<file path="src/rtl/chip8_pkg.sv">
// Shared CHIP-8 definitions: operation codes used by fetch/decode and execute,
// reset/stack constants and the front-end FSM state type.
package chip8_pkg;

  localparam logic [11:0] RESET_PC_DEFAULT = 12'h200;
  localparam logic [11:0] STACK_OFFSET     = 12'hEA0;

  // Operation codes presented on the decode output (0 = NOP / unknown).
  localparam logic [5:0] OP_NOP        = 6'd0;
  localparam logic [5:0] DISP_CLR      = 6'd1;   // 00E0
  localparam logic [5:0] RET           = 6'd2;   // 00EE
  localparam logic [5:0] JMP           = 6'd3;   // 1nnn
  localparam logic [5:0] CALL          = 6'd4;   // 2nnn
  localparam logic [5:0] SKIP_EQ_VX_KK = 6'd5;   // 3xkk
  localparam logic [5:0] SKIP_NE_VX_KK = 6'd6;   // 4xkk
  localparam logic [5:0] SKIP_EQ_VX_VY = 6'd7;   // 5xy0
  localparam logic [5:0] LD_VX_KK      = 6'd8;   // 6xkk
  localparam logic [5:0] ADD_VX_KK     = 6'd9;   // 7xkk
  localparam logic [5:0] LD_VX_VY      = 6'd10;  // 8xy0
  localparam logic [5:0] OR_VX_VY      = 6'd11;  // 8xy1
  localparam logic [5:0] AND_VX_VY     = 6'd12;  // 8xy2
  localparam logic [5:0] XOR_VX_VY     = 6'd13;  // 8xy3
  localparam logic [5:0] ADD_VX_VY     = 6'd14;  // 8xy4
  localparam logic [5:0] SUB_VX_VY     = 6'd15;  // 8xy5
  localparam logic [5:0] SHR_VX        = 6'd16;  // 8xy6
  localparam logic [5:0] SUBN_VX_VY    = 6'd17;  // 8xy7
  localparam logic [5:0] SHL_VX        = 6'd18;  // 8xyE
  localparam logic [5:0] SKIP_NE_VX_VY = 6'd19;  // 9xy0
  localparam logic [5:0] LD_I          = 6'd20;  // Annn
  localparam logic [5:0] JMP_V0        = 6'd21;  // Bnnn
  localparam logic [5:0] RND_VX        = 6'd22;  // Cxkk
  localparam logic [5:0] DRAW          = 6'd23;  // Dxyn
  localparam logic [5:0] SKIP_KEY      = 6'd24;  // Ex9E
  localparam logic [5:0] SKIP_NKEY     = 6'd25;  // ExA1
  localparam logic [5:0] LD_VX_DT      = 6'd26;  // Fx07
  localparam logic [5:0] WAIT_KEY      = 6'd27;  // Fx0A
  localparam logic [5:0] LD_DT_VX      = 6'd28;  // Fx15
  localparam logic [5:0] LD_ST_VX      = 6'd29;  // Fx18
  localparam logic [5:0] ADD_I_VX      = 6'd30;  // Fx1E
  localparam logic [5:0] LD_FONT       = 6'd32;  // Fx29
  localparam logic [5:0] BCD_VX        = 6'd33;  // Fx33
  localparam logic [5:0] STORE_REG_VX  = 6'd34;  // Fx55
  localparam logic [5:0] READ_REG_VX   = 6'd35;  // Fx65

  typedef enum logic [2:0] {
    FETCH_HI = 3'd0,
    FETCH_LO = 3'd1,
    DECODE   = 3'd2,
    ISSUE    = 3'd3,
    HALT     = 3'd4
  } fd_state_t;

endpackage

</file>
<file path="src/rtl/chip8_fetch_decode_if.sv">
// Bus bundle between the fetch/decode front end, program memory and execute.
// master = fetch/decode side, slave = memory + execute side.
interface chip8_fetch_decode_if #(
  parameter int ADDR_W = 12
);
  logic              mem_rd_en;
  logic [ADDR_W-1:0] mem_rd_addr;
  logic [7:0]        mem_rd_data;
  logic              redirect_en;
  logic [ADDR_W-1:0] redirect_pc;
  logic              issue_valid;
  logic              issue_ready;
  logic [5:0]        decode;
  logic [3:0]        x;
  logic [3:0]        y;
  logic [7:0]        val;
  logic [11:0]       addr;
  logic [ADDR_W-1:0] pc_out;
  logic              illegal;

  modport master (
    output mem_rd_en, mem_rd_addr, issue_valid, decode, x, y, val, addr,
           pc_out, illegal,
    input  mem_rd_data, redirect_en, redirect_pc, issue_ready
  );

  modport slave (
    input  mem_rd_en, mem_rd_addr, issue_valid, decode, x, y, val, addr,
           pc_out, illegal,
    output mem_rd_data, redirect_en, redirect_pc, issue_ready
  );
endinterface

</file>
<file path="src/rtl/chip8_opcode_decoder.sv">
// Combinational CHIP-8 opcode classifier: 16-bit opcode -> operation code.
// Anything not in the table (including 0nnn SYS) maps to OP_NOP + unknown.
module chip8_opcode_decoder
  import chip8_pkg::*;
(
  input  logic [15:0] opcode,
  output logic [5:0]  decode,
  output logic        unknown
);

  // Table lookup on the top nibble, refined by the low nibble/byte.
  always_comb begin
    decode = OP_NOP;
    case (opcode[15:12])
      4'h0: begin
        if (opcode == 16'h00E0)      decode = DISP_CLR;
        else if (opcode == 16'h00EE) decode = RET;
      end
      4'h1: decode = JMP;
      4'h2: decode = CALL;
      4'h3: decode = SKIP_EQ_VX_KK;
      4'h4: decode = SKIP_NE_VX_KK;
      4'h5: if (opcode[3:0] == 4'h0) decode = SKIP_EQ_VX_VY;
      4'h6: decode = LD_VX_KK;
      4'h7: decode = ADD_VX_KK;
      4'h8: begin
        case (opcode[3:0])
          4'h0, 4'h1, 4'h2, 4'h3, 4'h4, 4'h5, 4'h6, 4'h7:
            decode = LD_VX_VY + {3'b000, opcode[2:0]};
          4'hE:    decode = SHL_VX;
          default: decode = OP_NOP;
        endcase
      end
      4'h9: if (opcode[3:0] == 4'h0) decode = SKIP_NE_VX_VY;
      4'hA: decode = LD_I;
      4'hB: decode = JMP_V0;
      4'hC: decode = RND_VX;
      4'hD: decode = DRAW;
      4'hE: begin
        case (opcode[7:0])
          8'h9E:   decode = SKIP_KEY;
          8'hA1:   decode = SKIP_NKEY;
          default: decode = OP_NOP;
        endcase
      end
      4'hF: begin
        case (opcode[7:0])
          8'h07:   decode = LD_VX_DT;
          8'h0A:   decode = WAIT_KEY;
          8'h15:   decode = LD_DT_VX;
          8'h18:   decode = LD_ST_VX;
          8'h1E:   decode = ADD_I_VX;
          8'h29:   decode = LD_FONT;
          8'h33:   decode = BCD_VX;
          8'h55:   decode = STORE_REG_VX;
          8'h65:   decode = READ_REG_VX;
          default: decode = OP_NOP;
        endcase
      end
      default: decode = OP_NOP;
    endcase
  end

  assign unknown = (decode == OP_NOP);

endmodule

</file>
<file path="src/rtl/chip8_fetch_decode.sv">
// CHIP-8 front end: program counter, 2-byte big-endian opcode fetch from
// byte-wide memory (1-cycle read latency), decode and valid/ready issue.
// Optional feature macro: CHIP8_ILLEGAL_TRAP_EN -- when defined, unknown
// opcodes raise illegal and park the FSM in HALT until a redirect or reset.
module chip8_fetch_decode
  import chip8_pkg::*;
#(
  parameter int                ADDR_W   = 12,
  parameter logic [ADDR_W-1:0] RESET_PC = ADDR_W'(RESET_PC_DEFAULT)
) (
  input  logic                 clk,
  input  logic                 rst,
  chip8_fetch_decode_if.master bus
);

  fd_state_t         state_reg, state_next;
  logic [ADDR_W-1:0] pc_reg;
  logic [7:0]        hi_reg;
  logic [5:0]        decode_reg;
  logic [3:0]        x_reg, y_reg;
  logic [7:0]        val_reg;
  logic [11:0]       addr_reg;
  logic [ADDR_W-1:0] pc_out_reg;

  logic              rd_en_next;
  logic [ADDR_W-1:0] rd_addr_next;
  logic [15:0]       opcode;
  logic [5:0]        dec_op;
  logic              dec_unknown;

  // The low byte arrives on mem_rd_data during DECODE; the high byte was
  // captured one cycle earlier.
  assign opcode = {hi_reg, bus.mem_rd_data};

  chip8_opcode_decoder u_decoder (
    .opcode  (opcode),
    .decode  (dec_op),
    .unknown (dec_unknown)
  );

  // Next-state and memory strobe; redirect overrides every state.
  always_comb begin
    state_next   = state_reg;
    rd_en_next   = 1'b0;
    rd_addr_next = pc_reg;
    case (state_reg)
      FETCH_HI: begin
        rd_en_next = 1'b1;
        state_next = FETCH_LO;
      end
      FETCH_LO: begin
        rd_en_next   = 1'b1;
        rd_addr_next = pc_reg + ADDR_W'(1);
        state_next   = DECODE;
      end
      DECODE: begin
`ifdef CHIP8_ILLEGAL_TRAP_EN
        state_next = dec_unknown ? HALT : ISSUE;
`else
        state_next = ISSUE;
`endif
      end
      ISSUE: begin
        if (bus.issue_ready) state_next = FETCH_HI;
      end
      HALT:    state_next = HALT;
      default: state_next = FETCH_HI;
    endcase
    if (bus.redirect_en) state_next = FETCH_HI;
  end

  // State, PC and decoded-field registers.
  always_ff @(posedge clk) begin
    if (rst) begin
      state_reg  <= FETCH_HI;
      pc_reg     <= RESET_PC;
      hi_reg     <= 8'h00;
      decode_reg <= OP_NOP;
      x_reg      <= 4'h0;
      y_reg      <= 4'h0;
      val_reg    <= 8'h00;
      addr_reg   <= 12'h000;
      pc_out_reg <= '0;
    end else begin
      state_reg <= state_next;
      if (state_reg == FETCH_LO) hi_reg <= bus.mem_rd_data;
      if (state_reg == DECODE && !bus.redirect_en) begin
        decode_reg <= dec_op;
        // Bnnn jumps relative to V0, so execute reads register 0.
        x_reg      <= (dec_op == JMP_V0) ? 4'h0 : opcode[11:8];
        y_reg      <= opcode[7:4];
        val_reg    <= opcode[7:0];
        addr_reg   <= opcode[11:0];
        pc_out_reg <= pc_reg + ADDR_W'(2);
      end
      if (bus.redirect_en)
        pc_reg <= bus.redirect_pc;
      else if (state_reg == ISSUE && bus.issue_ready)
        pc_reg <= pc_reg + ADDR_W'(2);
    end
  end

`ifdef CHIP8_ILLEGAL_TRAP_EN
  logic illegal_reg;

  // Sticky trap flag; only a redirect (or reset) clears it.
  always_ff @(posedge clk) begin
    if (rst)
      illegal_reg <= 1'b0;
    else if (bus.redirect_en)
      illegal_reg <= 1'b0;
    else if (state_reg == DECODE && dec_unknown)
      illegal_reg <= 1'b1;
  end

  assign bus.illegal = illegal_reg;
`else
  assign bus.illegal = 1'b0;
`endif

  // Strobes are masked while reset is held so the bus is quiet in reset.
  assign bus.mem_rd_en   = rd_en_next & ~rst;
  assign bus.mem_rd_addr = rd_addr_next;
  assign bus.issue_valid = (state_reg == ISSUE) & ~rst;
  assign bus.decode      = decode_reg;
  assign bus.x           = x_reg;
  assign bus.y           = y_reg;
  assign bus.val         = val_reg;
  assign bus.addr        = addr_reg;
  assign bus.pc_out      = pc_out_reg;

endmodule

</file>
<file path="src/flat_wrapper.sv">
// flat-port wrapper written by rule: the top's interface ports become plain ports
module chip8_fetch_decode_flat import chip8_pkg::*;
#(
  parameter int                ADDR_W   = 12,
  parameter logic [ADDR_W-1:0] RESET_PC = ADDR_W'(RESET_PC_DEFAULT)
)
  (clk, rst, bus_mem_rd_en, bus_mem_rd_addr, bus_issue_valid, bus_decode, bus_x, bus_y, bus_val, bus_addr, bus_pc_out, bus_illegal, bus_mem_rd_data, bus_redirect_en, bus_redirect_pc, bus_issue_ready);
  chip8_fetch_decode_if #(.ADDR_W(ADDR_W)) bus_i ();
  input  logic clk;
  input  logic rst;
  output wire logic [$bits(bus_i.mem_rd_en)-1:0] bus_mem_rd_en;
  output wire logic [$bits(bus_i.mem_rd_addr)-1:0] bus_mem_rd_addr;
  output wire logic [$bits(bus_i.issue_valid)-1:0] bus_issue_valid;
  output wire logic [$bits(bus_i.decode)-1:0] bus_decode;
  output wire logic [$bits(bus_i.x)-1:0] bus_x;
  output wire logic [$bits(bus_i.y)-1:0] bus_y;
  output wire logic [$bits(bus_i.val)-1:0] bus_val;
  output wire logic [$bits(bus_i.addr)-1:0] bus_addr;
  output wire logic [$bits(bus_i.pc_out)-1:0] bus_pc_out;
  output wire logic [$bits(bus_i.illegal)-1:0] bus_illegal;
  input wire logic [$bits(bus_i.mem_rd_data)-1:0] bus_mem_rd_data;
  input wire logic [$bits(bus_i.redirect_en)-1:0] bus_redirect_en;
  input wire logic [$bits(bus_i.redirect_pc)-1:0] bus_redirect_pc;
  input wire logic [$bits(bus_i.issue_ready)-1:0] bus_issue_ready;
  assign bus_mem_rd_en = bus_i.mem_rd_en;
  assign bus_mem_rd_addr = bus_i.mem_rd_addr;
  assign bus_issue_valid = bus_i.issue_valid;
  assign bus_decode = bus_i.decode;
  assign bus_x = bus_i.x;
  assign bus_y = bus_i.y;
  assign bus_val = bus_i.val;
  assign bus_addr = bus_i.addr;
  assign bus_pc_out = bus_i.pc_out;
  assign bus_illegal = bus_i.illegal;
  assign bus_i.mem_rd_data = bus_mem_rd_data;
  assign bus_i.redirect_en = bus_redirect_en;
  assign bus_i.redirect_pc = bus_redirect_pc;
  assign bus_i.issue_ready = bus_issue_ready;
  chip8_fetch_decode #(.ADDR_W(ADDR_W), .RESET_PC(RESET_PC)) u_core (.clk(clk), .rst(rst), .bus(bus_i));
endmodule
</file>
<file path="config.mk">
export PLATFORM = sky130hd
export DESIGN_NAME = chip8_fetch_decode_flat
export DESIGN_NICKNAME = d
export VERILOG_FILES = /design/src/rtl/chip8_pkg.sv /design/src/rtl/chip8_fetch_decode_if.sv /design/src/rtl/chip8_opcode_decoder.sv /design/src/rtl/chip8_fetch_decode.sv /design/src/flat_wrapper.sv
export SDC_FILE = /design/constraint.sdc
export NUM_CORES = 1
export LEC_CHECK = 0
export CORE_ASPECT_RATIO = 1.5
export CORE_MARGIN = 3
export CORE_UTILIZATION = 45
export DETAILED_ROUTE_END_ITERATION = 10
export GPL_TIMING_DRIVEN = 0
export PLACE_DENSITY = 0.86
export SLEW_MARGIN = 20
export SYNTH_ARGS = -nofsm -noshare
export SYNTH_HDL_FRONTEND = slang
export SYNTH_HIERARCHICAL = 1
export SYNTH_SLANG_ARGS = --single-unit
export TNS_END_PERCENT = 1
</file>
<file path="constraint.sdc">
create_clock -name clk -period 2.55 [get_ports clk]
set_input_delay 0.51 -clock clk [delete_from_list [all_inputs] [get_ports clk]]
set_output_delay 0.51 -clock clk [all_outputs]
set_load 0.05 [all_outputs]
</file>
* Yosys cells after proc, flatten, opt, wreduce, memory -nomap -nowiden *
Cells that the tools add are included.

word-level totals
  output and inout bits = 61
  register bits after elaboration = 69
  word-level logic and storage cells = 82

cells by class
  reductions and logical operators = 10
  eq/ne operators = 42
  $add $sub $neg = 3
  bitwise operators = 3
  muxes and demuxes = 15

operators with widths
  kind                                            number
  case mux 6 bit (16 select lines)                1
  case mux 6 bit (9 select lines)                 1
  == test 4 bit, second input constant            9
  2-to-1 mux 12 bit                               3
  == test 16 x 8 -> 1 bit, second input constant  2
  == test 4 x 3 -> 1 bit, second input constant   8
  == test 8 x 5 -> 1 bit, second input constant   3
  case mux 5 bit (2 select lines)                 2
  == test 4 x 2 -> 1 bit, second input constant   4
  == test 8 x 6 -> 1 bit, second input constant   2
  == test 8 x 7 -> 1 bit, second input constant   2
  == test 8 bit, second input constant            2
  case mux 3 bit (5 select lines)                 1
  adder 12 x 1 -> 12 bit, second input constant   1
  adder 12 x 2 -> 12 bit, second input constant   1
  == test 4 x 1 -> 1 bit, second input constant   2
  == test 8 x 3 -> 1 bit, second input constant   1
  == test 8 x 4 -> 1 bit, second input constant   1
  logical NOT 4 bit                               2
  OR reduction 8 bit                              1
  == test 3 x 2 -> 1 bit, second input constant   2
  == test 6 x 5 -> 1 bit, second input constant   1
  2-to-1 mux 3 bit                                2
  adder 4 x 3 -> 5 bit, first input constant      1
  other kinds (14)                                18

* Longest topological paths before layout *
Gate-level depths: netlist of the first run.

  depth after elaboration = 6
  gate-level depth with buffers = 9
  mapped depth without buffers = 8

* Cells and area by module *
Netlist of the first run, hierarchy kept.

by module, submodules not included
  module                instances  sequential area each (µm²)  cells an instance  area each (µm²)
  chip8_fetch_decode    1          1141.1                      347                2902.8
  chip8_opcode_decoder  1          0.0                         95                 633.1

* Worst setup path before layout of the first run *
OpenSTA, ideal clock, no wires.

  path kind = input to output
  from = input rst
  to = output bus_issue_valid
  data required time = 2040 ps
  path buffers = 1
  stages on the path = 2
  path slack = -115 ps
  data arrival time = 2155 ps
  cells stage by stage = buf_6 -> nor4bb_1

between the ends
  word-level cells in the longest chain between the ends = 2

RTL lines
  element             line                       RTL
  start: declaration  flat_wrapper.sv:10         input logic rst;
  inverter 1 bit      chip8_fetch_decode.sv:124  assign bus.issue_valid = (state_reg == ISSUE) & ~rst;
  bitwise AND 1 bit   chip8_fetch_decode.sv:124
  end: declaration    flat_wrapper.sv:13         output wire logic [$bits(bus_i.issue_valid)-1:0] bus_issue_valid;

Every way passes these cells.

* Final worst setup path of the first run *
  from = input bus_mem_rd_data[3]
  to = register u_core.x_reg[2] (netlist: u_core/bus.x[2])

between the ends
  word-level cells in the longest chain between the ends = 6
  elaborated cells between the ends (all ways) = 33

RTL lines
  element                                                                     line                                                    RTL
  start: declaration                                                          flat_wrapper.sv:21                                      input wire logic [$bits(bus_i.mem_rd_data)-1:0] bus_mem_rd_data;
  == test 4 x 1 -> 1 bit (tied with other cells)                              chip8_opcode_decoder.sv:27                              case (opcode[3:0])
  OR reduction 8 bit / 2-to-1 mux 2 bit (equally long branches)               chip8_opcode_decoder.sv:27, chip8_opcode_decoder.sv:17
  case mux 5 bit (2 select lines) / 2-to-1 mux 2 bit (equally long branches)  chip8_opcode_decoder.sv:27, chip8_opcode_decoder.sv:16
  case mux 6 bit (16 select lines) (*)                                        chip8_opcode_decoder.sv:14                              case (opcode[15:12])
  via u_core.dec_op[1]                                                        chip8_fetch_decode.sv:28                                logic [5:0] dec_op;
  == test 6 x 5 -> 1 bit (*)                                                  chip8_fetch_decode.sv:90                                x_reg <= (dec_op == JMP_V0) ? 4'h0 : opcode[11:8];
  2-to-1 mux 4 bit (*)                                                        chip8_fetch_decode.sv:90
  end signal: assignment                                                      chip8_fetch_decode.sv:90
  end: declaration                                                            chip8_fetch_decode.sv:20                                logic [3:0] x_reg, y_reg;

Mark *: on every way through the listed nets, which the timed path passes. The rest lies on a longest branch.
A chain may end at the register's enable or synchronous reset.

==> summary.md, run 1 <==
| Metric | Value |
|---|---|
| Row cnt | 38 |
| Critical Path Start Type | input port |
| Minimum clock period after layout | 2.63 ns |
| Initial core utilization | 47.4% |
| Yosys warning count | 6 |
| Worst EP arrival | 2.83 ns |
| CP bufs+invs | 2 |
| Worst slew pin tran | 0.744 ns |
| Gr ovfl total | 0 |
| Vias per cell | 5.74 |
| Slowest stage cell, crit path | or4bb_4 |
| Most common cell after layout, fill and taps aside | nand2_1 |
| P&R area growth vs syn | 36.7% |
| Global placement routability congestion | 0.956 |
| Fmax | 0.381 GHz |
| Total negative slack | -0.193 ns |
| Tot Pwr | 2.27 mW |
| Largest net degree at the start of global routing | 13 |
| MaxCap Viol Count | 0 |
| Leak pwr | 1.71 nW |
| Die area | 0.00888 mm² |
| Vias in the first global route | 3652 |
| Die Y | 114 µm |
| Max VDD drop | 0.000286 V |
| Clk buf depth | 2 |
| Register area | 0.00115 mm² |
| H-tree Lvls | 3 |
| Initial antenna violation count | 0 |
| # IOs | 85 |
| Synthesized instance count | 438 |
| Total clock buffers created by CTS | 9 |
| Multi-input gate area | 0.00211 mm² |
| Placed insts | 621 |
| Syn_nets | 465 |
| Syn avg cell area | 7.98 µm² |
| Final setup margin | -0.0757 ns |
| Root buffer cell | clkbuf_8 |
| CP Cell Sequence | dlygate4sd2_1 > buf_6 > nand3b_1 > a211oi_1 > a211oi_1 > o21ai_0 > or4bb_4 > o211ai_1 > a21oi_1 |
| Relative slew slack | 50.3% |
| Failing checks | negative setup slack |
| Global Route Usage Sum | 25.6% |
| Post-route ant nets | 0 |
| Hold WC Path Type | register to register |
| Final Non-Filler Cells | 638 |
| Worst-path clk slew | 0.06 ns |
| Clock Skews | 0.00851 ns |
| Post-synthesis cell area | 0.00350 mm² |
| Max incr delay on CP | 0.59 ns |
| Setup CP Type | input port to register |
| Final setup fails | 4 |
| Pre-antenna DRT Iters | 5 |
| PwrDens | 475 mW/mm² |
| Post-DP Area | 0.00446 mm² |
| Tcrit/Tclk final | 103% |
| Final WL | 11.3 mm |
| Layout cells sized above 1 | 19.9% |
| Core region area | 0.00737 mm² |
| Drt initial violations | 175 |
| Critical path capture point type | register |
| Final instance area | 0.00478 mm² |
| Wirelength per Cell | 17.8 µm |
| Vias | 3662 |
| RSZ-0062 raised after global routing | yes |
| Fill count | 642 |
| Clk_lat worst skew | 0.34 ns |
| First-pass GRT wire length | 17.9 mm |
| Final HPWL DP | 8.30 mm |
| Fin. Hold Viols | 0 |
| Crit-path most repeated cell | a211oi_1 |
| Max Slew Vio Count | 0 |
| DRC viols | 0 |
| Most frequent cells in the layout | 74 x nand2_1, 61 x clkdlybuf4s50_1, 54 x dfxtp_1 |
| CTS Sinks | 57 |
| CTS tree | done |
| Die width | 78.0 µm |
| Inserted Diodes | 0 |
| Nets | 560 |
| Worst EP required | 2.76 ns |
| Status | finished, violations left |
| Port bufs | 83 |
| Top delay family on crit path | compound AO/OA/AOI/OAI gates |
| Crit path max fanout | 10 |
==> layout make-up <==
| class | instances | share of cell area [%] |
|---|---|---|
| Multi-Input combinational cell | 319 | 44.2 |
| Sequential cell | 57 | 24.1 |
| Timing Repair Buffer | 84 | 16.3 |
| Buffer | 50 | 7.44 |
| Clock buffer | 14 | 3.61 |
| Tap cell | 100 | 2.62 |
| Inverter | 12 | 0.995 |
| Clock inverter | 2 | 0.733 |
==> per-layer routing <==
metal  global-route usage [%]  part of all wire (%)
met1                     26.5                    37
met2                     48.5                    54
met3                     5.06                   6.4
met4                     12.1                   3.1
met5                        0                     0
==> power breakdown <==
group / total (mW) / switching (mW) / internal, mW / leakage (nW)
clock network: 0.883 / 0.352 / 0.531 / 0.107
logic: 0.440 / 0.276 / 0.164 / 1.14
registers: 0.946 / 0.0292 / 0.917 / 0.465
total: 2.27 / 0.657 / 1.61 / 1.71
==> repair_timing <==
item,CTS,global route
buffers inserted,1,0
gates resized for setup,85,43
hold buffers,0,0
endpoints found under the setup margin,18,18
pin swaps,2,3
==> worst min-delay path: cells and delay by family (launching register included) <==
family           cells  cell delay, ns
AO/OA/AOI/OAI        1            0.05
flip-flops           1            0.31
AND/OR/NAND/NOR      1            0.05
==> through the flow <==
step | util [%] | worst slack, ns | hold WS [ns]
3_3_place_gp | 60.5 | -0.908 | 0.444
4_1_cts | 63.8 | -0.123 | 0.458
6_report | 64.8 | -0.0757 | 0.451
2_1_floorplan | - | 0.00953 | 0.446
3_5_place_dp | 60.5 | -0.983 | 0.449
5_1_grt | 64.8 | -0.108 | 0.471
==> path summary, 6_finish.rpt <==
| kind | from | end | slack (ns) | cells past startpoint |
|---|---|---|---|---|
| min reg2reg | u_core/bus.x[2] | u_core/bus.x[2] | 0.45 | 2 |
| min | u_core/bus.x[2] | u_core/bus.x[2] | 0.45 | 2 |
| max | bus_mem_rd_data[3] | u_core/bus.x[2] | -0.08 | 9 |
| max reg2reg | u_core/hi_reg[7] | u_core/bus.x[2] | 0.15 | 8 |
(Power assumes the default switching activity.)
==> run 2: changes to the inputs <==
Settings changed: CELL_PAD_IN_SITES_DETAIL_PLACEMENT set to 1, CELL_PAD_IN_SITES_GLOBAL_PLACEMENT set to 1, CORE_ASPECT_RATIO 1.5 to unset, CORE_UTILIZATION 45 to 33, PLACE_DENSITY 0.86 to 0.87.
==> summary.md, run 2 (same netlist as run 1, synthesis figures left out) <==
| Metric | Value |
|---|---|
| Fill count | 1207 |
| Met1 Usage GRT | 23.4% |
| GR Util met3 | 4.44% |
| Total negative slack | -0.122 ns |
| Max Slew Vio Count | 0 |
| P&R area growth vs syn | 39.6% |
| Global placement routability congestion | 0.879 |
| Minimum clock period after layout | 2.63 ns |
| Worst slew pin tran | 0.578 ns |
| Final Non-Filler Cells | 676 |
| Largest net degree at the start of global routing | 13 |
| Layout cells sized above 1 | 21.5% |
| First-pass GRT wire length | 19.0 mm |
| Internal | 1.65 mW |
| Die area | 0.0119 mm² |
| Fmax | 0.381 GHz |
| Max VDD drop | 0.000209 V |
| Slowest stage cell, crit path | or4bb_4 |
| Crit path max fanout | 6 |
| RSZ-0062 raised after global routing | yes |
| Hold WC Path Type | register to register |
| Pre-antenna DRT Iters | 4 |
| CTS tree | done |
| Initial antenna violation count | 0 |
| Post-route ant nets | 0 |
| Initial core utilization | 34.8% |
| Clk buf depth | 2 |
| Global Route Usage Sum | 20.5% |
| Most common cell after layout, fill and taps aside | nand2_1 |
| Final setup fails | 3 |
| H-tree Lvls | 3 |
| Comb pwr share | 19.3% |
| Core region area | 0.0100 mm² |
| Worst EP arrival | 2.83 ns |
| # IOs | 85 |
| Die width | 109 µm |
| CP Cell Sequence | dlygate4sd2_1 > or3b_1 > nor4_2 > a2111oi_0 > o211ai_1 > or4bb_4 > o211ai_1 > a21oi_1 |
| Final setup margin | -0.0770 ns |
| Gr ovfl total | 0 |
| Share of power burned in registers | 39.9% |
| Die Y | 109 µm |
| Top delay family on crit path | simple AND/OR/NAND/NOR gates |
| Setup CP Type | input port to register |
| Status | finished, violations left |
| DRC viols | 0 |
| Most frequent cells in the layout | 74 x nand2_1, 61 x clkdlybuf4s50_1, 53 x dfxtp_1 |
| Critical Path Start Type | input port |
| Worst-path clk slew | 0.07 ns |
| Fin. Hold Viols | 0 |
| Busiest layer in global routing | met2 |
| Total clock buffers created by CTS | 9 |
| Clk_lat worst skew | 0.34 ns |
| CTS hold repair buffers | 0 |
| Port bufs | 83 |
| Final HPWL DP | 8.87 mm |
| Placed insts | 654 |
| Power share of the clock group | 40.9% |
| Drt initial violations | 145 |
| Register area | 0.00115 mm² |
| Multi-input gate area | 0.00211 mm² |
| Failing checks | negative setup slack |
| Vias | 3755 |
| Root buffer cell | clkbuf_8 |
| Max incr delay on CP | 0.52 ns |
| Vias per cell | 5.55 |
| Met2 usage | 37.3% |
| Crit-path most repeated cell | o211ai_1 |
| CP bufs+invs | 1 |
| Final WL | 12.4 mm |
| Tcrit/Tclk final | 103% |
| Leak pwr | 1.75 nW |
| Relative slew slack | 60.5% |
| Worst EP required | 2.76 ns |
| Clock Skews | 0.0135 ns |
| Inserted Diodes | 0 |
| Tot Pwr | 2.37 mW |
| P_sw | 0.728 mW |
| Sw frac | 30.7% |
| Row cnt | 36 |
| Finished Core Util | 48.6% |
| Nets | 565 |
| CTS Sinks | 57 |
| Wirelength per Cell | 18.3 µm |
| MaxCap Viol Count | 0 |
| Critical path capture point type | register |
| PwrDens | 487 mW/mm² |
| Vias in the first global route | 3835 |
==> run 2: final timing paths <==
check | start | endpoint | slack [ns] | cells past startpoint
worst max-delay path | bus_mem_rd_data[3] | u_core/bus.x[2] | -0.08 | 8
worst min-delay path | u_core/bus.decode[1] | u_core/bus.decode[1] | 0.45 | 2
worst max register to register | u_core/hi_reg[7] | u_core/bus.x[2] | 0.08 | 8
worst min register to register | u_core/bus.decode[1] | u_core/bus.decode[1] | 0.45 | 2
==> run 2: area by class of cell <==
cell class | count | area share, %
timing repair buffer | 89 | 16.9
tap | 133 | 3.41
inverter | 12 | 0.974
clock buffer | 9 | 2.54
clock inverter | 7 | 2.10
buffer | 50 | 7.31
sequential | 57 | 23.6
multi-input combinational | 319 | 43.2
==> run 2: per-layer routing <==
layer,up-vias,part of all wire [%]
met5,-,0
met1,1831,41
met4,0,2.8
met3,31,5.5
met2,126,51
li1,1767,-
==> run 2: power by group through the flow <==
| stage | registers (mW) | clock network [mW] | logic (mW) |
|---|---|---|---|
| after CTS | 0.944 | 0.989 | 0.435 |
| after floorplan | 0.977 | 0 | 0.260 |
| after global placement | 0.962 | 0 | 0.422 |
| after detailed placement | 0.964 | 0 | 0.434 |
| after global routing | 0.950 | 1.02 | 0.487 |
| final | 0.946 | 0.971 | 0.457 |
==> run 2: per-stage QoR <==
step / instance area, µm² / hold WS [ns] / setup WS [ns]
final: 4880 / 0.454 / -0.0770
after global placement: 4500 / 0.446 / -0.938
after floorplan: 3500 / 0.446 / 0.00953
after detailed placement: 4500 / 0.449 / -0.931
after CTS: 4760 / 0.458 / -0.271
after global routing: 4880 / 0.480 / -0.126
==> run 2: worst register-to-register path: cells and delay by family, from the launching register on <==
kind	cells	cell delay [ns]
and+or+nand+nor	3	0.92
DFF	1	0.40
AOI/OAI and AO/OA	4	0.78
buffers and inverters	1	0.25
==> run 2: repair_timing <==
action                                  CTS  global route
pin swaps                                 3             8
gates resized for setup                  85            46
buffers inserted                          1             5
cloned                                    0             0
endpoints found under the setup margin   18            16
